==> config.mk <==
export PLATFORM = sky130hd
export DESIGN_NAME = if_id_buf_flat
export DESIGN_NICKNAME = d
export VERILOG_FILES = /design/src/rtl/if_id_buf_if.sv /design/src/rtl/if_id_buf.sv /design/src/flat_wrapper.sv
export SDC_FILE = /design/constraint.sdc
export NUM_CORES = 1
export LEC_CHECK = 0
export ABC_AREA = 1
export CORE_UTILIZATION = 45
export DETAILED_ROUTE_END_ITERATION = 6
export MAX_ROUTING_LAYER = met4
export PLACE_DENSITY = 0.83
export SYNTH_ARGS = -nofsm -noshare
export SYNTH_HDL_FRONTEND = slang
export SYNTH_SLANG_ARGS = --single-unit
==> constraint.sdc <==
create_clock -name clk -period 2.9 [get_ports clk]
set_input_delay 0.58 -clock clk [delete_from_list [all_inputs] [get_ports clk]]
set_output_delay 0.58 -clock clk [all_outputs]
set_load 0.05 [all_outputs]
==> src/rtl/if_id_buf_if.sv <==
// Valid/ready beat carrying an instruction and its PC between pipeline stages.
interface if_id_buf_if #(
    parameter int XLEN = 32
);
    logic [XLEN-1:0] inst;
    logic [XLEN-1:0] pc;
    logic            valid;
    logic            ready;

    modport master (output inst, output pc, output valid, input ready);
    modport slave  (input inst, input pc, input valid, output ready);
endinterface

==> src/rtl/if_id_buf.sv <==
// IF/ID pipeline buffer: registers fetched inst/pc behind valid/ready, flushes on taken branch.
// IF_ID_SKID_EN defined: two entries (main + skid) with registered ready; undefined: single entry.
module if_id_buf #(
    parameter int              XLEN     = 32,
    parameter logic [XLEN-1:0] RESET_PC = '0,
    parameter logic [XLEN-1:0] NOP_INST = XLEN'(32'h0000_0013)
) (
    input  logic          clk,
    input  logic          rst_n,
    if_id_buf_if.slave    fe,
    if_id_buf_if.master   de,
    input  logic          flush_i
);
    typedef struct packed {
        logic [XLEN-1:0] inst;
        logic [XLEN-1:0] pc;
    } beat_t;

    // bit0 = main valid, bit1 = skid valid, so both flags come straight from flops
    typedef enum logic [1:0] {
        EMPTY = 2'b00,
        ONE   = 2'b01,
        FULL  = 2'b11
    } state_t;

    state_t state_q, state_d;
    beat_t  main_q, in_beat;
    logic   in_fire, out_fire, load_main, clr_pc;

    assign in_beat  = {fe.inst, fe.pc};
    assign in_fire  = fe.valid & fe.ready;
    assign out_fire = de.valid & de.ready;

    assign de.valid = state_q[0];
    assign de.inst  = state_q[0] ? main_q.inst : NOP_INST;
    assign de.pc    = main_q.pc;

`ifdef IF_ID_SKID_EN
    beat_t skid_q;
    logic  load_skid, pop_skid;

    assign fe.ready = ~state_q[1];
`else
    assign fe.ready = de.ready | ~state_q[0];
`endif

    always_ff @(posedge clk or negedge rst_n) begin
        if (!rst_n) state_q <= EMPTY;
        else        state_q <= state_d;
    end

    always_comb begin
        state_d   = state_q;
        load_main = 1'b0;
        clr_pc    = 1'b0;
`ifdef IF_ID_SKID_EN
        load_skid = 1'b0;
        pop_skid  = 1'b0;
`endif
        if (flush_i) begin
            state_d = EMPTY;
            clr_pc  = state_q[0];   // flushing an empty buffer leaves pc_o alone
        end else begin
            case (state_q)
                EMPTY: begin
                    if (in_fire) begin
                        load_main = 1'b1;
                        state_d   = ONE;
                    end
                end
                ONE: begin
`ifdef IF_ID_SKID_EN
                    if (in_fire && out_fire) begin
                        load_main = 1'b1;
                    end else if (out_fire) begin
                        state_d = EMPTY;
                    end else if (in_fire) begin
                        load_skid = 1'b1;
                        state_d   = FULL;
                    end
`else
                    // ready_o tracks ready_i here, so in_fire implies out_fire
                    if (in_fire)       load_main = 1'b1;
                    else if (out_fire) state_d   = EMPTY;
`endif
                end
                FULL: begin
`ifdef IF_ID_SKID_EN
                    if (out_fire) begin
                        pop_skid = 1'b1;
                        state_d  = ONE;
                    end
`else
                    state_d = EMPTY;
`endif
                end
                default: state_d = EMPTY;
            endcase
        end
    end

    always_ff @(posedge clk or negedge rst_n) begin
        if (!rst_n)         main_q <= '{inst: NOP_INST, pc: RESET_PC};
        else if (clr_pc)    main_q.pc <= RESET_PC;
        else if (load_main) main_q <= in_beat;
`ifdef IF_ID_SKID_EN
        else if (pop_skid)  main_q <= skid_q;
`endif
    end

`ifdef IF_ID_SKID_EN
    always_ff @(posedge clk or negedge rst_n) begin
        if (!rst_n)         skid_q <= '0;
        else if (load_skid) skid_q <= in_beat;
    end
`endif
endmodule
==> src/flat_wrapper.sv <==
// flat-port wrapper written by rule: the top's interface ports become plain ports
module if_id_buf_flat 
#(
    parameter int              XLEN     = 32,
    parameter logic [XLEN-1:0] RESET_PC = '0,
    parameter logic [XLEN-1:0] NOP_INST = XLEN'(32'h0000_0013)
)
  (clk, rst_n, flush_i, fe_inst, fe_pc, fe_valid, fe_ready, de_inst, de_pc, de_valid, de_ready);
  if_id_buf_if #(.XLEN(XLEN)) fe_i ();
  if_id_buf_if #(.XLEN(XLEN)) de_i ();
  input  logic clk;
  input  logic rst_n;
  input  logic flush_i;
  input wire logic [$bits(fe_i.inst)-1:0] fe_inst;
  input wire logic [$bits(fe_i.pc)-1:0] fe_pc;
  input wire logic [$bits(fe_i.valid)-1:0] fe_valid;
  output wire logic [$bits(fe_i.ready)-1:0] fe_ready;
  output wire logic [$bits(de_i.inst)-1:0] de_inst;
  output wire logic [$bits(de_i.pc)-1:0] de_pc;
  output wire logic [$bits(de_i.valid)-1:0] de_valid;
  input wire logic [$bits(de_i.ready)-1:0] de_ready;
  assign fe_i.inst = fe_inst;
  assign fe_i.pc = fe_pc;
  assign fe_i.valid = fe_valid;
  assign fe_ready = fe_i.ready;
  assign de_inst = de_i.inst;
  assign de_pc = de_i.pc;
  assign de_valid = de_i.valid;
  assign de_i.ready = de_ready;
  if_id_buf #(.XLEN(XLEN), .RESET_PC(RESET_PC), .NOP_INST(NOP_INST)) u_core (.clk(clk), .rst_n(rst_n), .fe(fe_i), .de(de_i), .flush_i(flush_i));
endmodule
## Yosys cells after proc, flatten, opt, wreduce, memory -nomap -nowiden

Cells that the tools add are included.

| operators by class | value |
|---|---|
| reduce and logical (&&, ||, !) cells | 5 |
| muxes and demuxes | 12 |
| bitwise operators | 5 |
| equal/unequal tests | 4 |

Operators with widths:

| kind | number |
|---|---|
| 2-to-1 mux 32 bit | 3 |
| 2-to-1 mux 2 bit | 4 |
| != test 3 x 2 -> 1 bit (second input constant) | 2 |
| 2-to-1 mux 1 bit | 4 |
| one-hot mux 2 bit (2 select lines) | 1 |
| != test 3 bit (second input constant) | 1 |
| AND reduction 3 bit | 1 |
| bitwise AND 1 bit | 2 |
| == test 2 x 1 -> 1 bit (second input constant) | 1 |
| logical NOT 2 bit | 1 |
| NOT 1 bit | 2 |
| AND reduction 2 bit | 1 |
| nonzero test 2 bit | 1 |
| OR reduction 2 bit | 1 |
| bitwise OR 1 bit | 1 |

| word-level totals | value |
|---|---|
| flip-flop bits (word level) | 66 |
| word-level logic and storage cells | 29 |
| bits of input ports | 69 |
| output and inout bits | 66 |

## Logic depth before layout (Yosys ltp)

| depth | value |
|---|---|
| depth in word-level cells | 8 |
| gate-level depth with buffers | 6 |
| depth with buffers taken out | 5 |

## Worst setup path before layout

Ideal clock, no wire load.

| timing | value |
|---|---|
| kind | reg2out |
| start point | reg u_core.state_q[0] |
| end point | out de_inst[11] |
| cell stages (with the launch flop) | 5 |
| path buffers | 2 |
| data required time | 2.320 ns |
| slack | 0.953 ns |
| arrival | 1.367 ns |
| cell sequence | dfrtp_1 -> buf_6 -> buf_2 -> nand2_1 -> inv_1 |

| between the ends | value |
|---|---|
| word-level cells in the longest chain between the ends | 1 |

RTL lines:

| element | RTL line | RTL |
|---|---|---|
| start, declared | if_id_buf.sv:26 | `state_t state_q, state_d;` |
| start signal, assigned | if_id_buf.sv:49 | `else state_q <= state_d;` |
| 2-to-1 mux 32 bit | if_id_buf.sv:35 | `assign de.inst = state_q[0] ? main_q.inst : NOP_INST;` |
| end, declared | flat_wrapper.sv:18 | `output wire logic [$bits(de_i.inst)-1:0] de_inst;` |

No other way between the ends.

## Worst setup path in the final report

| timing | value |
|---|---|
| start point | reg u_core.main_q[33] (netlist name) |
| end point | out de_inst[1] |

| between the ends | value |
|---|---|
| word-level cells in the longest chain between the ends | 1 |

RTL lines:

| element | RTL line | RTL |
|---|---|---|
| start, declared | if_id_buf.sv:27 | `beat_t main_q, in_beat;` |
| start signal, assigned | if_id_buf.sv:103 | `if (!rst_n) main_q <= '{inst: NOP_INST, pc: RESET_PC};` |
| start signal, assigned | if_id_buf.sv:105 | `else if (load_main) main_q <= in_beat;` |
| 2-to-1 mux 32 bit | if_id_buf.sv:35 |  |

No other way between the ends.

==> results.py <==
metrics = {
    "setup_path": {
        "slowest_delay_ns": 0.80,
        "crit_type": "flop to primary output",
        "worstSetupEndpointType": "primary output",
        "cp_data_required_time_ns": 2.32,
        "arrival_ns": 1.76,
        "worstPathMaxFanout": 2,
        "path_cells": "inv_1 -> nand2_1 -> clkdlybuf4s50_1",
        "cpMaxStageDelayCell": "clkdlybuf4s50_1",
        "startpoint_type": "flop",
    },
    "yosys": {
        "synth-simple-area-share_pct": 33.0,
        "yosys.area.top_type": "dfrtp_1",
        "syn_area_um2": 3360,
        "synth_cells": 387,
        "synth_top_cell_area_share_pct": 46.2,
        "synth_mux_area_share_pct": 0,
        "synth_warnings": 0,
        "yosysSeqAreaShare_pct": 48.5,
        "syn_nets": 456,
        "synth_fa_ha_area_share_pct": 0,
        "synthTopCellsByArea": "dfrtp_1, nand2_1, nand3_1",
        "synth_xor_area_share_pct": 0,
        "synth_top_family_by_area": "simple AND/OR/NAND/NOR gates",
        "syn_avg_cell_area_um2": 8.68,
        "ys_seq_elements": 65,
        "synth-compound-area-share_pct": 0.149,
        "synth_cell_type_count": 15,
    },
    "detailed_routing": {
        "avgRoutedWirePerCell_um": 12.7,
        "firstDrtPassIters": 7,
        "vias": 2745,
        "drc": 0,
        "ant_nets": 0,
        "drt_iter0_drc": 92,
        "routed_via_density": 4.72,
        "wirelength_um": 7400,
    },
    "sta": {
        "maxSlewHeadroom_pct": 48.3,
        "worst_clock_skew_ns": 0.00549,
        "rsz0062_at_grt": "false",
        "worst_slew_pin_slew_ns": 0.775,
        "hold_viol": 0,
        "fin_crit_sh_pct": 80.6,
        "finalSetupViolCount": 0,
        "postLayoutSetupSlackWorst_ns": 0.562,
        "drv_slew": 0,
        "max_freq_mhz": 428,
        "fin_crit_ns": 2.34,
        "setup_tns_ns": 0,
    },
    "cells_and_area": {
        "post-route-util_pct": 62.4,
        "final_area_um2": 4520,
        "diodes": 0,
        "drive_gt1_share_pct": 16.4,
        "layout_commonest_cell": "nand2_1",
        "nets": 548,
        "final_cell_mix": "nand2_1, clkdlybuf4s50_1, nand3_1, dfrtp_1, buf_4",
        "area_growth_pct": 34.7,
    },
    "global_routing": {
        "antenna_found_initial": 0,
        "grt_use_total_pct": 20.7,
        "grt_overflow": 0,
        "grt_pass1_vias": 2647,
        "grt_pass1_wl_um": 12100,
        "grt_max_degree": 65,
    },
    "placed_design": {
        "dp_hpwl_um": 5080,
        "dpl_worst_slack_ns": 0.706,
        "placed_area_um2": 4310,
        "place.port_buffers": 134,
        "gp_congestion": 0.735,
    },
    "cts": {
        "insertion_delay_ns": 0.33,
        "holdBufCountCts": 0,
        "htreeDepth": 3,
        "cts_tree": "done",
        "post_cts_buffers": 0,
        "clk_pin_slew_ns": 0.07,
        "cts_sinks": 65,
        "ctsResizeCount": 0,
        "max-clock-path-buffers": 2,
        "cts-root-buf": "clkbuf_8",
        "numCtsBuffers": 9,
    },
    "hold_path": {
        "hold_path_class": "input port to async pin",
    },
    "floorplan": {
        "die_area_um2": 7820,
        "rows": 31,
        "coreArea_um2": 7250,
        "die_h_um": 88.4,
        "initial_utilization_pct": 46.3,
        "ios": 135,
        "die_w_um": 88.4,
    },
    "status": {
        "outcome": "finished, final reports clean",
    },
    "power": {
        "p_leak_nw": 2.41,
        "pwr_density_cell_nw_per_um2": 600,
        "vdd.ir_drop.worst_uv": 216,
    },
    "flow_run": {
        "maxCapViolations": 0,
    },
}
-- power breakdown --
part	internal [W]	switching [W]	total, W	leakage (nW)
clock	0.000485	0.000315	0.000800	0.112
combinational	0.000291	0.000525	0.000815	1.49
sequential	0.00103	0.0000667	0.00110	0.812
total	0.00181	0.000907	0.00272	2.41
-- stage by stage --
stage               total power [W]  instances  hold slack [ns]
floorplan                   0.00171        387            0.284
global route                0.00285        582            0.378
finish                      0.00272        582            0.320
detailed placement          0.00194        567            0.459
CTS                         0.00275        582            0.348
global placement            0.00192        567            0.453
-- kinds of logic after synthesis --
logic type             count (synthesis)
flip-flops                            65
AND/OR/NAND/NOR                      228
AO/OA/AOI/OAI                          1
buffers and inverters                 93
-- sequential cells by signal (all words and copies together) (netlist names) --
name and count:
u_core.state_q 1, u_core.main_q 32, u_core.de.pc 32
-- synthesized netlist by cell type --
cell type	n
buf_2	11
nand2_8	1
buf_8	2
a21oi_1	1
nand3_1	76
nor2_4	1
dfstp_2	3
dfrtp_1	62
nand3_2	20
buf_12	2
nand2_1	129
buf_6	9
nand2_4	1
buf_4	35
inv_1	34
-- worst max-delay path: cells and delay by family, from the launching register on --
kind / cells / cell delay, ns
and+or+nand+nor: 1 / 0.07
buffers and inverters: 2 / 0.84
DFF: 1 / 0.53
-- cell type report --
type,count,area [um^2]
Tap cell,99,124
Multi-Input combinational cell,229,1110
Clock inverter,2,35.0
Timing Repair Buffer,140,1320
Fill cell,644,2730
Inverter,34,128
Clock buffer,13,179
Sequential cell,65,1630
-- path summary, 6_finish.rpt --
| kind | cells past startpoint | slack, ns | from | endpoint |
|---|---|---|---|---|
| worst min register to register | 2 | 0.47 | u_core.main_q[36]$_DFFE_PN1P_ | u_core.main_q[36]$_DFFE_PN1P_ |
| max in group asynchronous | 2 | 1.87 | rst_n | u_core.main_q[36]$_DFFE_PN1P_ |
| worst max-delay path | 3 | 0.56 | u_core.main_q[33]$_DFFE_PN1P_ | de_inst[1] |
| worst min-delay path | 1 | 0.32 | rst_n | u_core.main_q[38]$_DFFE_PN0P_ |
| min in group clk | 2 | 0.47 | u_core.main_q[36]$_DFFE_PN1P_ | u_core.main_q[36]$_DFFE_PN1P_ |
| worst max register to register | 5 | 1.03 | u_core.state_q[0]$_DFFE_PN0P_ | u_core.de.pc[13]$_DFFE_PN0P_ |
-- routing by layer --
metal	vias to the layer above	routed length (um)	global-route usage, %	share of wire (%)
li1	1358	-	-	-
met1	1296	3170	24.9	43
met2	82	3710	34.9	50
met3	9	407	3.64	5.5
met4	0	103	7.48	1.4
met5	-	0	-	0
No activity file was read; power rests on OpenSTA's default activity.
